[config.mk]
export PLATFORM = sky130hd
export DESIGN_NAME = io_switch_port
export DESIGN_NICKNAME = d
export VERILOG_FILES = /design/src/rtl/io_map_pkg.sv /design/src/rtl/sw_debounce.sv /design/src/rtl/io_switch_port.sv
export SDC_FILE = /design/constraint.sdc
export NUM_CORES = 1
export LEC_CHECK = 0
export ABC_AREA = 1
export CORE_UTILIZATION = 52
export DETAILED_ROUTE_END_ITERATION = 12
export DONT_BUFFER_PORTS = 1
export PLACE_DENSITY = 0.73
export SETUP_SLACK_MARGIN = 0.4
export SYNTH_ARGS = -nofsm -noshare
export SYNTH_HDL_FRONTEND = slang
export SYNTH_HIERARCHICAL = 1
export SYNTH_SLANG_ARGS = --single-unit
[constraint.sdc]
create_clock -name clk -period 3.16 [get_ports clk]
set_input_delay 0.79 -clock clk [delete_from_list [all_inputs] [get_ports clk]]
set_output_delay 0.79 -clock clk [all_outputs]
set_load 0.03 [all_outputs]
[src/rtl/io_map_pkg.sv]
// I/O map shared by the CPU-side peripheral decoders.
// Each peripheral register is selected by one address bit inside the
// I/O window, which is enabled by IO_BASE_bit.
package io_map_pkg;

  // I/O window enable bit (0x0000_0100)
  localparam int IO_BASE_bit  = 8;

  // Register select bits inside the I/O window
  localparam int IO_LEDS_bit  = 2;   // 0x0000_0104
  localparam int IO_HEX_bit   = 3;   // 0x0000_0108
  localparam int IO_SW_bit    = 4;   // 0x0000_0110 switch state
  localparam int IO_SWEV_bit  = 5;   // 0x0000_0120 switch events
  localparam int IO_SWMSK_bit = 6;   // 0x0000_0140 switch irq mask

  // Field offsets shared by the event and mask registers
  localparam int RISE_LSB = 0;
  localparam int FALL_LSB = 16;

  // Which switch register drives the read mux
  typedef enum logic [1:0] {
    RSEL_NONE  = 2'd0,
    RSEL_STATE = 2'd1,
    RSEL_EVENT = 2'd2,
    RSEL_MASK  = 2'd3
  } rd_sel_e;

  // Lowest select bit wins when several are set on a read
  function automatic rd_sel_e pick_rd_sel(input logic sel_sw,
                                          input logic sel_ev,
                                          input logic sel_msk);
    rd_sel_e s;
    if (sel_sw)       s = RSEL_STATE;
    else if (sel_ev)  s = RSEL_EVENT;
    else if (sel_msk) s = RSEL_MASK;
    else              s = RSEL_NONE;
    return s;
  endfunction

endpackage

[src/rtl/sw_debounce.sv]
// Switch synchroniser and tick-sampled debouncer.
// A pin change is accepted into sw_state only after two consecutive tick
// samples agree. rise_set/fall_set pulse on the same clk that sw_state
// changes so the event flags can be set in step with it.
module sw_debounce #(
  parameter int N_SW            = 10,
  parameter int DEBOUNCE_CYCLES = 500000
) (
  input  logic            clk,
  input  logic            reset_n,
  input  logic [N_SW-1:0] sw_async,
  output logic [N_SW-1:0] sw_state,
  output logic [N_SW-1:0] rise_set,
  output logic [N_SW-1:0] fall_set
);

  localparam int             CW       = (DEBOUNCE_CYCLES > 1) ? $clog2(DEBOUNCE_CYCLES) : 1;
  localparam logic [CW-1:0]  CNT_LAST = CW'(DEBOUNCE_CYCLES - 1);

  logic [N_SW-1:0] sync1;
  logic [N_SW-1:0] sync2;
  logic [N_SW-1:0] sample;
  logic [N_SW-1:0] accept;
  logic [CW-1:0]   cnt;
  logic            tick;

  // Two-flop synchroniser per switch pin
  always_ff @(posedge clk or negedge reset_n) begin
    if (!reset_n) begin
      sync1 <= '0;
      sync2 <= '0;
    end else begin
      sync1 <= sw_async;
      sync2 <= sync1;
    end
  end

  // Free-running sample-tick counter, wraps at DEBOUNCE_CYCLES-1
  always_ff @(posedge clk or negedge reset_n) begin
    if (!reset_n) begin
      cnt <= '0;
    end else if (tick) begin
      cnt <= '0;
    end else begin
      cnt <= cnt + 1'b1;
    end
  end

  assign tick = (cnt == CNT_LAST);

  // A bit is accepted when this tick's sample matches the previous one
  // and differs from the debounced state
  assign accept   = tick ? (~(sync2 ^ sample) & (sync2 ^ sw_state)) : '0;
  assign rise_set = accept & sync2;
  assign fall_set = accept & ~sync2;

  // Sample register and debounced state, both advanced only on tick
  always_ff @(posedge clk or negedge reset_n) begin
    if (!reset_n) begin
      sample   <= '0;
      sw_state <= '0;
    end else if (tick) begin
      sample   <= sync2;
      sw_state <= (sw_state & ~accept) | (sync2 & accept);
    end
  end

endmodule

[src/rtl/io_switch_port.sv]
// Memory-mapped switch input responder on the CPU I/O bus.
// Registers: state (read-only), sticky rise/fall events (write-1-to-clear)
// and an irq mask. irq is the registered OR of masked events.
//
// Bus handshake: there is no valid/ready pair. A load or store is presented
// for one clk as addr (plus memwrite/writedata for a store); a store takes
// effect on that clk edge, and the read response appears on io_rdata one
// clk later, qualified by io_hit. Every access is accepted immediately.
module io_switch_port #(
  parameter int N_SW            = 10,
  parameter int DEBOUNCE_CYCLES = 500000,
  parameter int IO_SW_bit       = io_map_pkg::IO_SW_bit,
  parameter int IO_SWEV_bit     = io_map_pkg::IO_SWEV_bit,
  parameter int IO_SWMSK_bit    = io_map_pkg::IO_SWMSK_bit
) (
  input  logic            clk,
  input  logic            reset_n,
  input  logic [N_SW-1:0] sw_async,
  input  logic [31:0]     addr,
  input  logic [31:0]     writedata,
  input  logic            memwrite,
  output logic [31:0]     io_rdata,
  output logic            io_hit,
  output logic [N_SW-1:0] sw_state,
  output logic            irq
);

  import io_map_pkg::*;

  logic            is_io;
  logic            sel_sw;
  logic            sel_ev;
  logic            sel_msk;
  rd_sel_e         rd_sel;

  logic [N_SW-1:0] rise_set;
  logic [N_SW-1:0] fall_set;
  logic [N_SW-1:0] rise;
  logic [N_SW-1:0] fall;
  logic [N_SW-1:0] mask_lo;
  logic [N_SW-1:0] mask_hi;
  logic [N_SW-1:0] w1c_lo;
  logic [N_SW-1:0] w1c_hi;

  logic [31:0]     state_word;
  logic [31:0]     event_word;
  logic [31:0]     mask_word;
  logic [31:0]     rd_next;

  // Only some address and data bits are decoded
  wire unused_bits = ^{addr, writedata};

  sw_debounce #(
    .N_SW            (N_SW),
    .DEBOUNCE_CYCLES (DEBOUNCE_CYCLES)
  ) u_debounce (
    .clk      (clk),
    .reset_n  (reset_n),
    .sw_async (sw_async),
    .sw_state (sw_state),
    .rise_set (rise_set),
    .fall_set (fall_set)
  );

  // Address decode; writes act on every selected register
  assign is_io   = addr[IO_BASE_bit];
  assign sel_sw  = is_io & addr[IO_SW_bit];
  assign sel_ev  = is_io & addr[IO_SWEV_bit];
  assign sel_msk = is_io & addr[IO_SWMSK_bit];
  assign rd_sel  = pick_rd_sel(sel_sw, sel_ev, sel_msk);

  assign w1c_lo = (memwrite & sel_ev) ? writedata[RISE_LSB +: N_SW] : '0;
  assign w1c_hi = (memwrite & sel_ev) ? writedata[FALL_LSB +: N_SW] : '0;

  // Sticky event flags: a new edge wins over a same-clk clear
  always_ff @(posedge clk or negedge reset_n) begin
    if (!reset_n) begin
      rise <= '0;
      fall <= '0;
    end else begin
      rise <= (rise & ~w1c_lo) | rise_set;
      fall <= (fall & ~w1c_hi) | fall_set;
    end
  end

  // Interrupt mask, loaded whole on a store to the mask register
  always_ff @(posedge clk or negedge reset_n) begin
    if (!reset_n) begin
      mask_lo <= '0;
      mask_hi <= '0;
    end else if (memwrite & sel_msk) begin
      mask_lo <= writedata[RISE_LSB +: N_SW];
      mask_hi <= writedata[FALL_LSB +: N_SW];
    end
  end

  // Registered interrupt, follows flags and mask by one clk
  always_ff @(posedge clk or negedge reset_n) begin
    if (!reset_n) begin
      irq <= 1'b0;
    end else begin
      irq <= |((rise & mask_lo) | (fall & mask_hi));
    end
  end

  // Register images and read mux
  always_comb begin
    state_word                     = '0;
    state_word[N_SW-1:0]           = sw_state;
    event_word                     = '0;
    event_word[RISE_LSB +: N_SW]   = rise;
    event_word[FALL_LSB +: N_SW]   = fall;
    mask_word                      = '0;
    mask_word[RISE_LSB +: N_SW]    = mask_lo;
    mask_word[FALL_LSB +: N_SW]    = mask_hi;
    rd_next                        = '0;
    case (rd_sel)
      RSEL_STATE: rd_next = state_word;
      RSEL_EVENT: rd_next = event_word;
      RSEL_MASK:  rd_next = mask_word;
      default:    rd_next = '0;
    endcase
  end

  // One-clk read response, like a synchronous RAM
  always_ff @(posedge clk or negedge reset_n) begin
    if (!reset_n) begin
      io_rdata <= '0;
      io_hit   <= 1'b0;
    end else begin
      io_rdata <= rd_next;
      io_hit   <= sel_sw | sel_ev | sel_msk;
    end
  end

endmodule

== Yosys cells after proc, flatten, opt, wreduce, memory -nomap -nowiden ==
Index checks and enable logic that the tools add are counted.
Operators by class
  $add $sub $neg: 1
  bitwise operators: 26
  equal/unequal tests: 4
  reduce and logical (&&, ||, !) cells: 1
  multiplexer cells: 8
Operators with widths (number)
  $and A10 B10 Y10: 8
  $pmux W26 S3: 1
  $not A10 Y10: 5
  $or A10 B10 Y10: 4
  $mux W10: 3
  $xor A10 B10 Y10: 2
  $add A19 B1 Y19 const B: 1
  $eq A19 B19 Y1 const B: 1
  $mux W19: 1
  $reduce_or A10 Y1: 1
  $mux W2: 3
  $and A1 B1 Y1: 5
  $eq A2 B2 Y1 const B: 2
  $eq A2 B1 Y1 const B: 1
  $or A1 B1 Y1: 2
Word-level totals
  input bits: 77
  word-level logic and storage cells: 52
  bits in registers: 133
  output and inout bits: 44

== Logic depth before layout (Yosys ltp) ==
Gate-level depths: netlist (run 1).
  depth in word-level cells: 7
  depth in mapped cells: 9

== By module ==
Netlist (run 1), hierarchy kept.
By module, submodules not included
  sw_debounce: instances 1, cells each 324, area each 2743.9 um2
  io_switch_port: instances 1, cells each 327, area each 2680.1 um2

== Least setup slack after synthesis (run 1) ==
No wires, ideal clock.
  path kind: register -> register
  start point: register u_debounce.cnt[0]
  end point: register (tool-made name)
  stages on the path, launching flop included: 10
  path buffers: 1
  data arrival time: 1.302 ns
  setup slack: 1.732 ns
  data required time: 3.034 ns
  setup time: 0.126 ns
  path through: dfrtp_1 > ha_1 > nand2_1 > nor2_2 > inv_1 > nor2_2 > buf_4 > nand3_1 > nand2_1 > o21ai_0
RTL lines
  from (decl): RTL line sw_debounce.sv:24  | logic [CW-1:0] cnt;
  from (signal assigned): RTL line sw_debounce.sv:45  | cnt <= cnt + 1'b1;

== Worst setup path in the final report (run 1) ==
  start point: register u_debounce.cnt[8]
  end point: register fall[1]
Between the ends
  longest elaborated chain between the ends: 4
RTL lines
  $eq A19 B19 Y1: RTL line sw_debounce.sv:49  | assign tick = (cnt == CNT_LAST);
  $mux W10: RTL line sw_debounce.sv:53  | assign accept = tick ? (~(sync2 ^ sample) & (sync2 ^ sw_state)) : '0;
  $and A10 B10 Y10: RTL line sw_debounce.sv:55  | assign fall_set = accept & ~sync2;
  named net fall_set[1]: RTL line io_switch_port.sv:37  | logic [N_SW-1:0] fall_set;
  $or A10 B10 Y10: RTL line io_switch_port.sv:82  | fall <= (fall & ~w1c_hi) | fall_set;
  to (signal assigned): RTL line io_switch_port.sv:82
  to (decl): RTL line io_switch_port.sv:39  | logic [N_SW-1:0] fall;
The timed path passes the listed nets, and every way through them passes these cells.
A chain may end at the register's enable or synchronous reset.

==> results.txt, run 1 <==
outcome: complete, but fails checks
violated checks: hold timing
nets@finish: 737
DR vias/cell: 5.09
HP Class: in -> async
Fin Setup TNS: 0 ns
top-count cell post-synth: nand2_1
vias in the first global route: 3991
largest net degree at the start of global routing: 122
GRT Overall Usage: 0.226
CTS tree: done
CP Max Fanout: 22
root buf cell: clkbuf_8
# port buffers: 0
ys flop type: dfrtp_1
share of the synthesized area in the top cell type: 0.558
asr flop ratio synth: 1.00
Leak: 3.09 nW
final hold violations: 91
initial antenna violation count: 0
slew margin rel.: 0.478
fill count: 820
Syn-to-layout area delta: 12.4%
clock latency at the later pin of the worst-skew pair: 0.52 ns
Worst-path clk slew: 0.06 ns
global route overflow: 0
fin. max-slew vios: 0
Fin Hold WS: -0.0339 ns
remaining antenna violation count: 0
Max Cap Viol: 0
post-layout power: 3.83 mW
CP Launch Type: flop
share of post-route cells with drive strength above 1: 0.0908
post-synthesis sequential area ratio: 0.558
pwr dens: 628 nW/um2
Period Utilization, post-route: 0.624
ant diodes: 0
DRC violations left: 0
first-pass GRT wire length: 19.1 mm
skew final: 0.0107 ns
Synth Area in Simple Gates: 0.266
Finished Layout Cells: 805
Least-Margin Pin Slew: 0.781 ns
CP endpoint: fall[1]
Resize count post-CTS: 0
final WL: 11.2 mm
RD Place Congestion: 0.907
FMAX: 507 MHz
Die ar.: 10800 um2
post-synthesis mux area share: 0
Critical Path Sink Type: flop
Die Y: 104 um
Synth area leaders: dfrtp_1, nand2_1, inv_1
initial core utilization: 0.545
Compound-Gate Fraction of Synth Area: 0.0618
top-level port count: 121
Worst R2R Path Depth: 9
post-synthesis xor/xnor area fraction: 0.0161
Cells after DPL: 773
crit path kind: reg -> reg
Min Clock Period, post-route: 1.97 ns
Synth cell types: 26
cts bufs inserted: 17
clk sinks: 121
core box area: 9950 um2
die width: 104 um
EDFF count, synth: 0
R2R Path End: fall[1]
synth cell count leaders: nand2_1, dfrtp_1, inv_1, nor2_1, nand3_1
crit path DAT: 2.43 ns
crit path from: u_debounce/cnt[8]
endpoints failing setup: 0
Cell Area, Synth: 5420 um2
via count: 4095
Post-Synth Adder-Cell Area: 0.00231
Max VDD drop: 0.476 mV
HPWL after DPL: 7.47 mm
main combinational cell family by area after synthesis: simple AND/OR/NAND/NOR gates
initial DRC count: 298
largest area contributor in the netlist: dfrtp_1
min setup slack post-route: 1.19 ns
synthesized flop and latch total: 121
worst reg-to-reg setup slack: 1.19 ns
post-place setup slack: 1.17 ns
H-tree level count: 4
Synth Instances: 651
Yosys warning total: 6
setup bufs post-CTS: 0
RSZ-0062 raised after global routing: false
Max Root-Sink Buffers: 2
Rows: 36
reg2reg start: u_debounce/cnt[8]
drt pass-1 iters: 5
Avg Inst Size Synth: 8.33 um2
Wirelength per Cell: 13.9 um
CP Data Required Time: 3.62 ns
-- kinds of logic after synthesis --
logic type | Yosys count
compound gates | 64
xor+xnor | 10
fa+ha+maj | 1
buf+inv | 112
flops | 121
other cells | 1
simple gates | 342
-- worst min path at each step --
stage / to / cells past startpoint / from
5_1_grt: u_debounce/cnt[17] / 0 / reset_n
3_5_place_dp: u_debounce/sync2[8] / 0 / u_debounce/sync1[8]
4_1_cts: io_rdata[25] / 0 / reset_n
3_3_place_gp: u_debounce/sync2[8] / 0 / u_debounce/sync1[8]
2_1_floorplan: u_debounce/sync2[0] / 0 / u_debounce/sync1[0]
6_report: io_rdata[18] / 0 / reset_n
-- report_power, final --
group / switching, mW / total [mW] / leakage (nW) / internal, mW
combinational: 0.0821 / 0.120 / 1.21 / 0.0379
clock: 0.707 / 1.99 / 0.288 / 1.28
sequential: 0.0848 / 1.72 / 1.59 / 1.63
total: 0.874 / 3.83 / 3.09 / 2.95
-- worst max-delay path, cell delays in order, from the launching register on --
cell and delay, ns:
dfrtp_1 0.48, inv_2 0.06, nor2_1 0.10, nand3_1 0.10, nor2_2 0.11, nand3_2 0.41
buf_4 0.37, nor3_2 0.13, inv_1 0.08, nand2_1 0.07
-- area by class of cell --
type                            count  area [um2]  share of cell area
Clock buffer                       18         418              0.0685
Tap cell                          133         166              0.0273
Clock inverter                     14         199              0.0326
Multi-Input combinational cell    429        1920               0.315
Inverter                           83         312              0.0511
Timing Repair Buffer                7        52.6             0.00862
Sequential cell                   121        3030               0.497
-- registers in the layout, indices dropped and copies added, names as in the netlist, named ones only --
| signal | flops |
|---|---|
| fall | 10 |
| io_hit | 1 |
| io_rdata | 20 |
| irq | 1 |
| mask_hi | 10 |
| mask_lo | 10 |
| rise | 10 |
| u_debounce/cnt | 19 |
| u_debounce/sample | 10 |
| u_debounce/sync1 | 10 |
| u_debounce/sync2 | 10 |
-- through the flow --
| step | cell area, um2 | utilization |
|---|---|---|
| 3_5_place_dp | 5480 | 0.551 |
| 6_report | 6100 | 0.612 |
| 2_1_floorplan | 5470 | - |
| 3_3_place_gp | 5480 | 0.551 |
| 5_1_grt | 6100 | 0.612 |
| 4_1_cts | 6100 | 0.612 |
-- routing by layer --
layer,GRT usage,vias to the layer above,share of wire,wire length (um)
met3,0.0746,17,0.068,757
met4,0.0684,0,0.0097,108
li1,-,2004,-,-
met2,0.361,156,0.48,5380
met1,0.294,1918,0.44,4930
met5,0,-,0,0
-- placed cells by master (no fill, tap or decap), drive strengths merged --
cell type,count
nand2,199
dfrtp,121
nor2,84
inv,83
o21ai,52
nand3,40
clkbuf,18
conb,12
a21oi,12
nor3,12
buf,7
xor2,7
nand4,6
clkinv,6
clkinvlp,4
bufinv,4
xnor2,3
and2,1
ha,1
Note: power is estimated with default switching activity, not from simulation.
==> run 2, diff against run 1 <==
--- a/config.mk
+++ b/config.mk
@@ -5,7 +5,7 @@
 export SDC_FILE = /design/constraint.sdc
 export NUM_CORES = 1
 export LEC_CHECK = 0
-export ABC_AREA = 1
+export ABC_AREA = 0
 export CORE_UTILIZATION = 52
 export DETAILED_ROUTE_END_ITERATION = 12
 export DONT_BUFFER_PORTS = 1
==> constraint.sdc (replaced) <==
create_clock -name clk -period 2 [get_ports clk]
set_input_delay 0.5 -clock clk [delete_from_list [all_inputs] [get_ports clk]]
set_output_delay 0.5 -clock clk [all_outputs]
set_load 0.03 [all_outputs]
==> results.txt, run 2 <==
largest net degree at the start of global routing: 122
fill count: 665
CP Launch Type: flop
Yosys warning total: 6
Critical Path Sink Type: flop
crit path kind: reg -> reg
Wirelength per Cell: 21.0 um
Fin Setup TNS: -4.55 ns
share of the synthesized area in the top cell type: 0.580
post-synthesis sequential area ratio: 0.580
Period Utilization, post-route: 1.09
Max Root-Sink Buffers: 2
endpoints failing setup: 40
Worst-path clk slew: 0.06 ns
Fin Hold WS: -0.345 ns
initial DRC count: 242
asr flop ratio synth: 1.00
Least-Margin Pin Slew: 0.544 ns
H-tree level count: 4
Worst path depth: 5
HPWL after DPL: 7.30 mm
# port buffers: 0
DR vias/cell: 6.08
die width: 102 um
Max VDD drop: 0.646 mV
root buf cell: clkbuf_8
Max stage delay on crit path: 0.57 ns
WP buf/inv: 1
clock latency at the later pin of the worst-skew pair: 0.54 ns
fin. max-slew vios: 0
Synth area leaders: dfrtp_1, nor4b_4, mux2_2
cell family with most CP delay: simple AND/OR/NAND/NOR gates
synthesized flop and latch total: 121
CTS tree: done
FMAX: 459 MHz
Synth cell types: 44
Die ar.: 10400 um2
top-count cell post-synth: dfrtp_1
commonest non-fill, non-tap cell in the layout: dfrtp_1
core box area: 9770 um2
global route overflow: 0
violated checks: hold timing, setup timing
skew final: 0.0120 ns
largest area contributor in the netlist: dfrtp_1
Avg Inst Size Synth: 12.6 um2
Cell Area, Synth: 5220 um2
max reg flops: 20
Syn-to-layout area delta: 29.9%
nets@finish: 552
remaining antenna violation count: 0
ant diodes: 0
outcome: complete, but fails checks
Worst R2R Path Depth: 5
share of post-route cells with drive strength above 1: 0.354
CP endpoint: fall[5]
drt pass-1 iters: 6
ys flop type: dfrtp_1
slew margin rel.: 0.637
first-pass GRT wire length: 19.1 mm
clk sinks: 121
HP Class: in -> async
final hold violations: 121
CP Data Required Time: 2.48 ns
Max Cap Viol: 0
final WL: 13.0 mm
worst reg-to-reg setup slack: -0.18 ns
count of hold-fix buffers inserted at cts: 10
RD Place Congestion: 0.815
top-level port count: 121
CP max stage cell: or4_4
via count: 3765
Die Y: 102 um
initial antenna violation count: 0
cts bufs inserted: 17
initial core utilization: 0.534
R2R Path End: fall[5]
most frequent cells in the layout: dfrtp_1, buf_4, nand2_1
biggest regs: io_rdata x20, u_debounce/cnt x19
Leak: 3.06 nW
Most common cell on crit path: or4_4
reg2reg start: u_debounce/cnt[12]
min setup slack post-route: -0.180 ns
pwr dens: 861 nW/um2
RSZ-0062 raised after global routing: true
CP Max Fanout: 7
crit-path cells: or4_4 -> or4_4 -> buf_12 -> nor4b_4 -> a21o_1
crit path DAT: 2.66 ns
Synth Instances: 414
GRT Overall Usage: 0.253
DRC violations left: 0
synth cell count leaders: dfrtp_1, nand2_1, inv_1, a21o_1, mux2_2
vias in the first global route: 3718
crit path from: u_debounce/cnt[12]
Rows: 36
Biggest register: io_rdata
Min Clock Period, post-route: 2.18 ns
EDFF count, synth: 0
==> run 2: cell types whose count changed after synthesis, sizes merged, moves of 10 or more <==
| cell | before | now |
|---|---|---|
| a31oi | 0 | 10 |
| nor4b | 0 | 20 |
| a21o | 0 | 20 |
| nor2 | 84 | 7 |
| a222oi | 0 | 10 |
| o21ai | 52 | 12 |
| inv | 82 | 21 |
| nand3 | 40 | 15 |
| o31ai | 0 | 11 |
| nor3 | 12 | 2 |
| mux2 | 0 | 20 |
| a22o | 0 | 14 |
| nand2 | 199 | 26 |
==> run 2: layer usage <==
metal  wire length, um  vias to the layer above  global-route usage
met2              6630                      156               0.412
met4               314                        0               0.136
met3               991                       30              0.0725
met5                 0                        -                   0
li1                  -                     1635                   -
met1              5070                     1944               0.304
==> run 2: through the flow <==
step                      instances  setup slack, ns  total power [mW]  utilization  instance area (um2)
final                           619           -0.180              5.84        0.694                 6780
after global routing            619           -0.232              6.03        0.694                 6780
after CTS                       607           -0.187              5.86        0.658                 6430
after detailed placement        557           -0.175              2.87        0.562                 5490
after global placement          557           -0.154              2.86        0.562                 5490
after floorplan                 425           -0.109              2.84            -                 5280
==> run 2: worst min path at each step <==
stage                         end  slack (ns)
2_1_floorplan             fall[0]        0.20
3_3_place_gp          io_rdata[1]        0.21
3_5_place_dp           mask_hi[8]        0.21
4_1_cts        u_debounce/cnt[17]       -0.36
5_1_grt              io_rdata[18]       -0.36
6_report             io_rdata[18]       -0.34
==> run 2: repair_timing <==
action	in CTS	in global routing
pin swaps	10	28
gates resized for setup	54	51
setup buffers	7	11
endpoints found under the hold margin	131	121
endpoints found under the setup margin	60	59
cloned	2	1
==> run 2: kinds of logic after synthesis <==
kind of cell	count (synthesis)	share of synthesized area
DFF	121	0.580
and+or+nand+nor	107	0.164
AOI/OAI and AO/OA	97	0.134
buffers and inverters	53	0.0525
muxes	20	0.0431
xor gates and xnor gates	14	0.0235
adders and majority gates	1	0.00240
other	1	0.000718
==> run 2: worst register-to-register path, delay by kind of cell (launching register included) <==
kind / cells / cell delay [ns]
buffers and inverters: 1 / 0.19
AO/OA/AOI/OAI: 1 / 0.12
AND/OR/NAND/NOR: 3 / 1.43
flip-flops: 1 / 0.38
==> run 2: layout make-up <==
cell class / count / area [um2] / area share
Timing Repair Buffer: 62 / 602 / 0.0887
Sequential cell: 121 / 3040 / 0.449
Multi-Input combinational cell: 251 / 2310 / 0.341
Inverter: 21 / 78.8 / 0.0116
Tap cell: 133 / 166 / 0.0245
Clock buffer: 23 / 487 / 0.0718
Clock inverter: 8 / 92.6 / 0.0137
==> run 2: power by group <==
part | internal, mW | switching (mW)
combinational | 0.0930 | 0.0858
clock | 1.92 | 1.06
sequential | 2.56 | 0.123
